File: config.mk
export PLATFORM = sky130hd
export DESIGN_NAME = router_input_fifo
export DESIGN_NICKNAME = d
export VERILOG_FILES = /design/src/rtl/router_input_fifo.sv
export SDC_FILE = /design/constraint.sdc
export NUM_CORES = 1
export LEC_CHECK = 0
export BUFFER_PORTS_ARGS = -buffer_cell sky130_fd_sc_hd__buf_2
export CAP_MARGIN = 10
export CORE_ASPECT_RATIO = 0.6
export CORE_UTILIZATION = 25
export DETAILED_ROUTE_END_ITERATION = 8
export GPL_TIMING_DRIVEN = 0
export SLEW_MARGIN = 20
export SYNTH_ARGS = -nofsm -noshare
export SYNTH_HDL_FRONTEND = slang
export SYNTH_SLANG_ARGS = --single-unit
File: constraint.sdc
create_clock -name clk -period 2.9 [get_ports clk]
set_input_delay 0 -clock clk [delete_from_list [all_inputs] [get_ports clk]]
set_output_delay 0 -clock clk [all_outputs]
set_load 0.02 [all_outputs]
File: src/rtl/router_input_fifo.sv
// -----------------------------------------------------------------------------
// router_input_fifo
//
// Purpose:
//   Input buffer for one router port. It is a circular buffer of DEPTH flits
//   with first-word fall-through: the head flit is always visible on flit_out.
//   The type and destination fields of the head flit are decoded alongside it.
//   Every flit popped by the switch allocator returns one credit upstream
//   through a one-cycle credit_out pulse.
//
// Parameters:
//   FLIT_W  flit width in bits (default 32)
//   DEPTH   number of flit entries; must be a power of two, at least 2
//   ADDR_W  destination address width; X in the low half, Y in the high half
//
// Ports:
//   clk           rising-edge clock
//   rst           synchronous active-high reset
//   valid_in      upstream flit valid this cycle
//   flit_in       incoming flit
//   rd_en         switch allocator pops the head flit
//   flit_out      head flit (don't-care while empty)
//   flit_type     flit_out[FLIT_W-1:FLIT_W-3]
//   dst_addr      flit_out[FLIT_W-4:FLIT_W-3-ADDR_W]
//   empty         no flit stored (registered)
//   full          DEPTH flits stored (registered)
//   credit_out    one-cycle pulse after each accepted read
//   overflow_err  sticky flag, set after a write attempt while full
//
// Build option:
//   ROUTER_FIFO_OVF_DETECT_EN  when defined, adds overflow_err and its logic.
// -----------------------------------------------------------------------------
module router_input_fifo #(
  parameter int FLIT_W = 32,
  parameter int DEPTH  = 4,
  parameter int ADDR_W = 4
) (
  input  logic              clk,
  input  logic              rst,
  input  logic              valid_in,
  input  logic [FLIT_W-1:0] flit_in,
  input  logic              rd_en,
  output logic [FLIT_W-1:0] flit_out,
  output logic [2:0]        flit_type,
  output logic [ADDR_W-1:0] dst_addr,
  output logic              empty,
  output logic              full,
  output logic              credit_out
`ifdef ROUTER_FIFO_OVF_DETECT_EN
  ,
  output logic              overflow_err
`endif
);

  localparam int PTR_W = $clog2(DEPTH);
  localparam int CNT_W = PTR_W + 1;
  localparam logic [CNT_W-1:0] DEPTH_CNT = CNT_W'(DEPTH);

  // Storage is never reset: a reset only discards the contents logically by
  // clearing the pointers and occupancy.
  logic [FLIT_W-1:0] mem_q [DEPTH];

  logic [PTR_W-1:0] wr_ptr_q, wr_ptr_d;
  logic [PTR_W-1:0] rd_ptr_q, rd_ptr_d;
  logic [CNT_W-1:0] count_q, count_d;
  logic             empty_q, empty_d;
  logic             full_q, full_d;
  logic             credit_q, credit_d;

  logic wr_accept;
  logic rd_accept;

  // Acceptance uses the registered flags only, so a write into a full FIFO is
  // dropped even when a read frees an entry in the same cycle.
  assign wr_accept = valid_in & ~full_q;
  assign rd_accept = rd_en & ~empty_q;

  always_comb begin
    wr_ptr_d = wr_ptr_q;
    rd_ptr_d = rd_ptr_q;
    count_d  = count_q;

    // DEPTH is a power of two, so the natural pointer rollover is the wrap.
    if (wr_accept) begin
      wr_ptr_d = wr_ptr_q + PTR_W'(1);
    end
    if (rd_accept) begin
      rd_ptr_d = rd_ptr_q + PTR_W'(1);
    end

    unique case ({wr_accept, rd_accept})
      2'b10:   count_d = count_q + CNT_W'(1);
      2'b01:   count_d = count_q - CNT_W'(1);
      default: count_d = count_q;
    endcase

    // Flags come from the next-state occupancy so they are valid in the cycle
    // right after the edge that changes it.
    empty_d  = (count_d == '0);
    full_d   = (count_d == DEPTH_CNT);
    credit_d = rd_accept;
  end

  always_ff @(posedge clk) begin
    if (rst) begin
      wr_ptr_q <= '0;
      rd_ptr_q <= '0;
      count_q  <= '0;
      empty_q  <= 1'b1;
      full_q   <= 1'b0;
      credit_q <= 1'b0;
    end else begin
      wr_ptr_q <= wr_ptr_d;
      rd_ptr_q <= rd_ptr_d;
      count_q  <= count_d;
      empty_q  <= empty_d;
      full_q   <= full_d;
      credit_q <= credit_d;
    end
  end

  // A write cycle coinciding with reset must not land in the array.
  always_ff @(posedge clk) begin
    if (!rst && wr_accept) begin
      mem_q[wr_ptr_q] <= flit_in;
    end
  end

`ifdef ROUTER_FIFO_OVF_DETECT_EN
  logic ovf_q, ovf_d;

  always_comb begin
    ovf_d = ovf_q | (valid_in & full_q);
  end

  always_ff @(posedge clk) begin
    if (rst) begin
      ovf_q <= 1'b0;
    end else begin
      ovf_q <= ovf_d;
    end
  end

  assign overflow_err = ovf_q;
`endif

  // Fall-through head and its decoded header fields.
  assign flit_out   = mem_q[rd_ptr_q];
  assign flit_type  = flit_out[FLIT_W-1 -: 3];
  assign dst_addr   = flit_out[FLIT_W-4 -: ADDR_W];
  assign empty      = empty_q;
  assign full       = full_q;
  assign credit_out = credit_q;

endmodule

==> results.py <==
metrics = {
    "synth": {
        "syn_area_um2": 5270,
        "yosysSeqAreaShare_pct": 77.5,
        "ys.flop_type": "edfxtp_1",
        "synth_simple_gate_area_share_pct": 2.73,
        "synthMuxAreaShare_pct": 13.9,
        "synthTopCellsByArea": "edfxtp_1, mux4_2, dfxtp_1",
        "synth-xor-area-share_pct": 0.831,
        "synth_top_family_by_area": "multiplexers",
        "synth_fa_ha_area_share_pct": 1.57,
        "synthCells": 232,
        "synth-async-reset-ratio_pct": 0,
        "yosysTopAreaCell": "edfxtp_1",
        "yosys_warnings": 0,
        "syn_nets": 274,
        "synth_edf_count": 128,
        "syn_avg_cell_area_um2": 22.7,
        "synth_compound_area_share_pct": 0.570,
        "yosysMostFrequentCell": "edfxtp_1",
        "synth_seq_cells": 140,
        "ys_top_cells_by_count": "edfxtp_1, mux4_2, dfxtp_1",
        "synth_cell_types": 25,
        "synth_top_area_share_pct": 72.9,
    },
    "timing": {
        "max_freq_mhz": 452,
        "hold_viol_final": 0,
        "worstMarginPinSlew_ns": 0.639,
        "setup_violations": 0,
        "rsz0062_at_grt": "false",
        "finalSetupTns_ns": 0,
        "finalClockSkew_ns": 0.00803,
        "slew_headroom_pct": 57.4,
        "min_period_ns": 2.21,
        "finalCritPeriodShare_pct": 76.3,
        "hold-worst-slack_ns": 0.0306,
        "drv_slew": 0,
        "fin_ws_ns": 0.687,
    },
    "critical_path": {
        "crit_fanout": 3,
        "setup.worst_path.end": "empty",
        "critPathLaunch": "full",
        "path_cells": "nor2b_1 > inv_1 > ha_1 > fa_1 > xnor2_1 > or4_4 > o311a_2",
        "start_kind": "flip-flop",
        "cp_slowest_stage_delay_ns": 0.45,
        "path_class": "reg -> reg",
        "worstPathArrival_ns": 2.52,
        "rr_startpoint": "full",
        "crit_required_ns": 3.20,
        "cp.depth": 7,
        "cp_slowest_cell": "or4_4",
        "reg2regPathDepth": 7,
        "crit_family": "simple AND/OR/NAND/NOR gates",
        "cp-end-kind": "flip-flop",
        "r2r_end": "empty",
        "rrSetupSlack_ns": 0.69,
        "path_buf_inv": 1,
    },
    "pwr": {
        "leakage_nw": 2.43,
        "power_density_nw_per_um2": 784,
        "peakVddDrop_mv": 0.400,
    },
    "clock_tree": {
        "cts_inserted_buffers": 17,
        "postCtsSetupBuffers": 0,
        "htreeDepth": 4,
        "root_buffer": "clkbuf_16",
        "cts_tree": "built",
        "path_clk_slew_ns": 0.06,
        "cts_sinks": 140,
        "clock_path_buffers": 2,
        "clkLatencyLatePin_ns": 0.42,
    },
    "final_layout": {
        "final_cells": 652,
        "drive_gt1_share_pct": 43.5,
        "fillCellCount": 1966,
        "n_antenna_cell": 0,
        "final_util_pct": 34.6,
        "fin_nets": 408,
        "area_growth_syn_to_layout_pct": 33.3,
    },
    "floorplan": {
        "die_h_um": 114,
        "start_util_pct": 25.9,
        "coreArea_um2": 20300,
        "ios": 78,
        "row_count": 40,
        "die_w_um": 189,
        "dieArea_um2": 21700,
    },
    "placement": {
        "dp_slack_ns": 0.688,
        "io_buffers": 77,
        "routabilityCongestion": 0.645,
        "place_inst": 586,
        "dp_hpwl_um": 6530,
    },
    "detailed_routing": {
        "wl_per_cell_um": 15.6,
        "drt_pass1_iterations": 4,
        "drt_iter0_drc": 109,
        "vias": 2627,
        "routed_wirelength_um": 10200,
        "avgViaCountPerCell": 4.03,
        "postRouteAntennaNets": 0,
        "remaining_drc_errors": 0,
    },
    "global_routing": {
        "grt_overflow": 0,
        "grt_max_degree": 18,
        "grt_pass1_vias": 2761,
        "grt_usage_pct": 10.1,
        "antenna_found_initial": 0,
        "grt_pass1_wl_um": 15600,
    },
    "outcome": {
        "status": "complete, no violations",
    },
    "min_path": {
        "holdCritPathClass": "in -> reg",
    },
    "run": {
        "drv_cap": 0,
    },
}
-- final cells by class --
type	instances	area (um^2)	area share, %
clock buffer	17	425	6.05
buffer	15	144	2.05
sequential	140	4080	58.1
inverter	3	11.3	0.160
tap	273	342	4.86
clock inverter	15	149	2.12
timing repair buffer	115	836	11.9
multi-input combinational	74	1040	14.7
-- worst register-to-register path, stage by stage, from the launching register on --
cell	delay, ns
dfxtp_1	0.31
nor2b_1	0.25
inv_1	0.13
ha_1	0.26
fa_1	0.38
xnor2_1	0.17
or4_4	0.45
o311a_2	0.14
-- flip-flops by register name, indices dropped and copies added, names as in the netlist, named ones only --
register    flops
empty           1
count_q         3
rd_ptr_q        2
full            1
mem_q         128
credit_out      1
wr_ptr_q        2
-- repair_timing --
item	in CTS	in global routing
gates resized for setup	0	0
endpoints found under the hold margin	133	0
hold buffers	34	0
-- power by group --
group | internal, mW | switching [mW] | leakage, nW | total (mW)
logic | 0.497 | 0.542 | 0.894 | 1.04
clock network | 1.26 | 0.835 | 0.276 | 2.10
registers | 2.32 | 0.0500 | 1.26 | 2.37
-- metal layers --
metal | track usage [%] | wire length [um]
met5 | 0 | 0
met2 | 15.5 | 4710
met1 | 13.0 | 4800
met4 | 4.84 | 150
met3 | 3.34 | 500
-- logic make-up (layout without fill, tap and decap cells) --
group / after synthesis / count (layout)
xor+xnor: 5 / 5
compound gates: 4 / 4
simple gates: 26 / 26
flops: 140 / 140
buf+inv: 18 / 165
fa+ha+maj: 6 / 6
mux: 33 / 33
-- how the worst min path moves through the flow --
stage | from | endpoint | slack (ns) | cells after the start
6_report | valid_in | wr_ptr_q[1] | 0.03 | 4
5_1_grt | valid_in | wr_ptr_q[1] | 0.05 | 4
4_1_cts | valid_in | wr_ptr_q[1] | 0.02 | 4
3_5_place_dp | flit_in[22] | mem_q[2][22] | 0.22 | 1
3_3_place_gp | flit_in[26] | mem_q[3][26] | 0.21 | 1
2_1_floorplan | flit_in[0] | mem_q[0][0] | 0.1 | 0
-- metrics by stage --
step           total power [mW]  instance area (um^2)
2_1_floorplan              3.13                  5270
3_3_place_gp               3.41                  6000
3_5_place_dp               3.45                  6110
4_1_cts                    5.61                  7030
5_1_grt                    5.75                  7030
6_report                   5.51                  7030
-- placed cells by master, fill, tap and decap left out --
cell           instances
a21oi_1                1
o21ai_0                1
xor2_1                 2
inv_6                  2
clkinv_4               4
clkinvlp_4             2
clkinv_1               3
o311a_2                1
mux4_2                32
buf_6                  1
dfxtp_1               12
buf_16                 4
or4_4                  1
nor2b_1                5
inv_1                  3
buf_2                 81
edfxtp_1             128
a21oi_2                1
clkbuf_16             17
buf_12                 3
dlygate4sd3_1         34
mux2i_1                1
fa_1                   1
nor3b_2                1
clkinv_2               2
buf_4                  7
xnor2_1                3
bufinv_16              2
nor3b_1                1
ha_1                   5
nand2_1                4
nor2_1                 9
nand3b_1               1
and2_2                 4
Note: power is estimated with default switching activity, not from simulation.
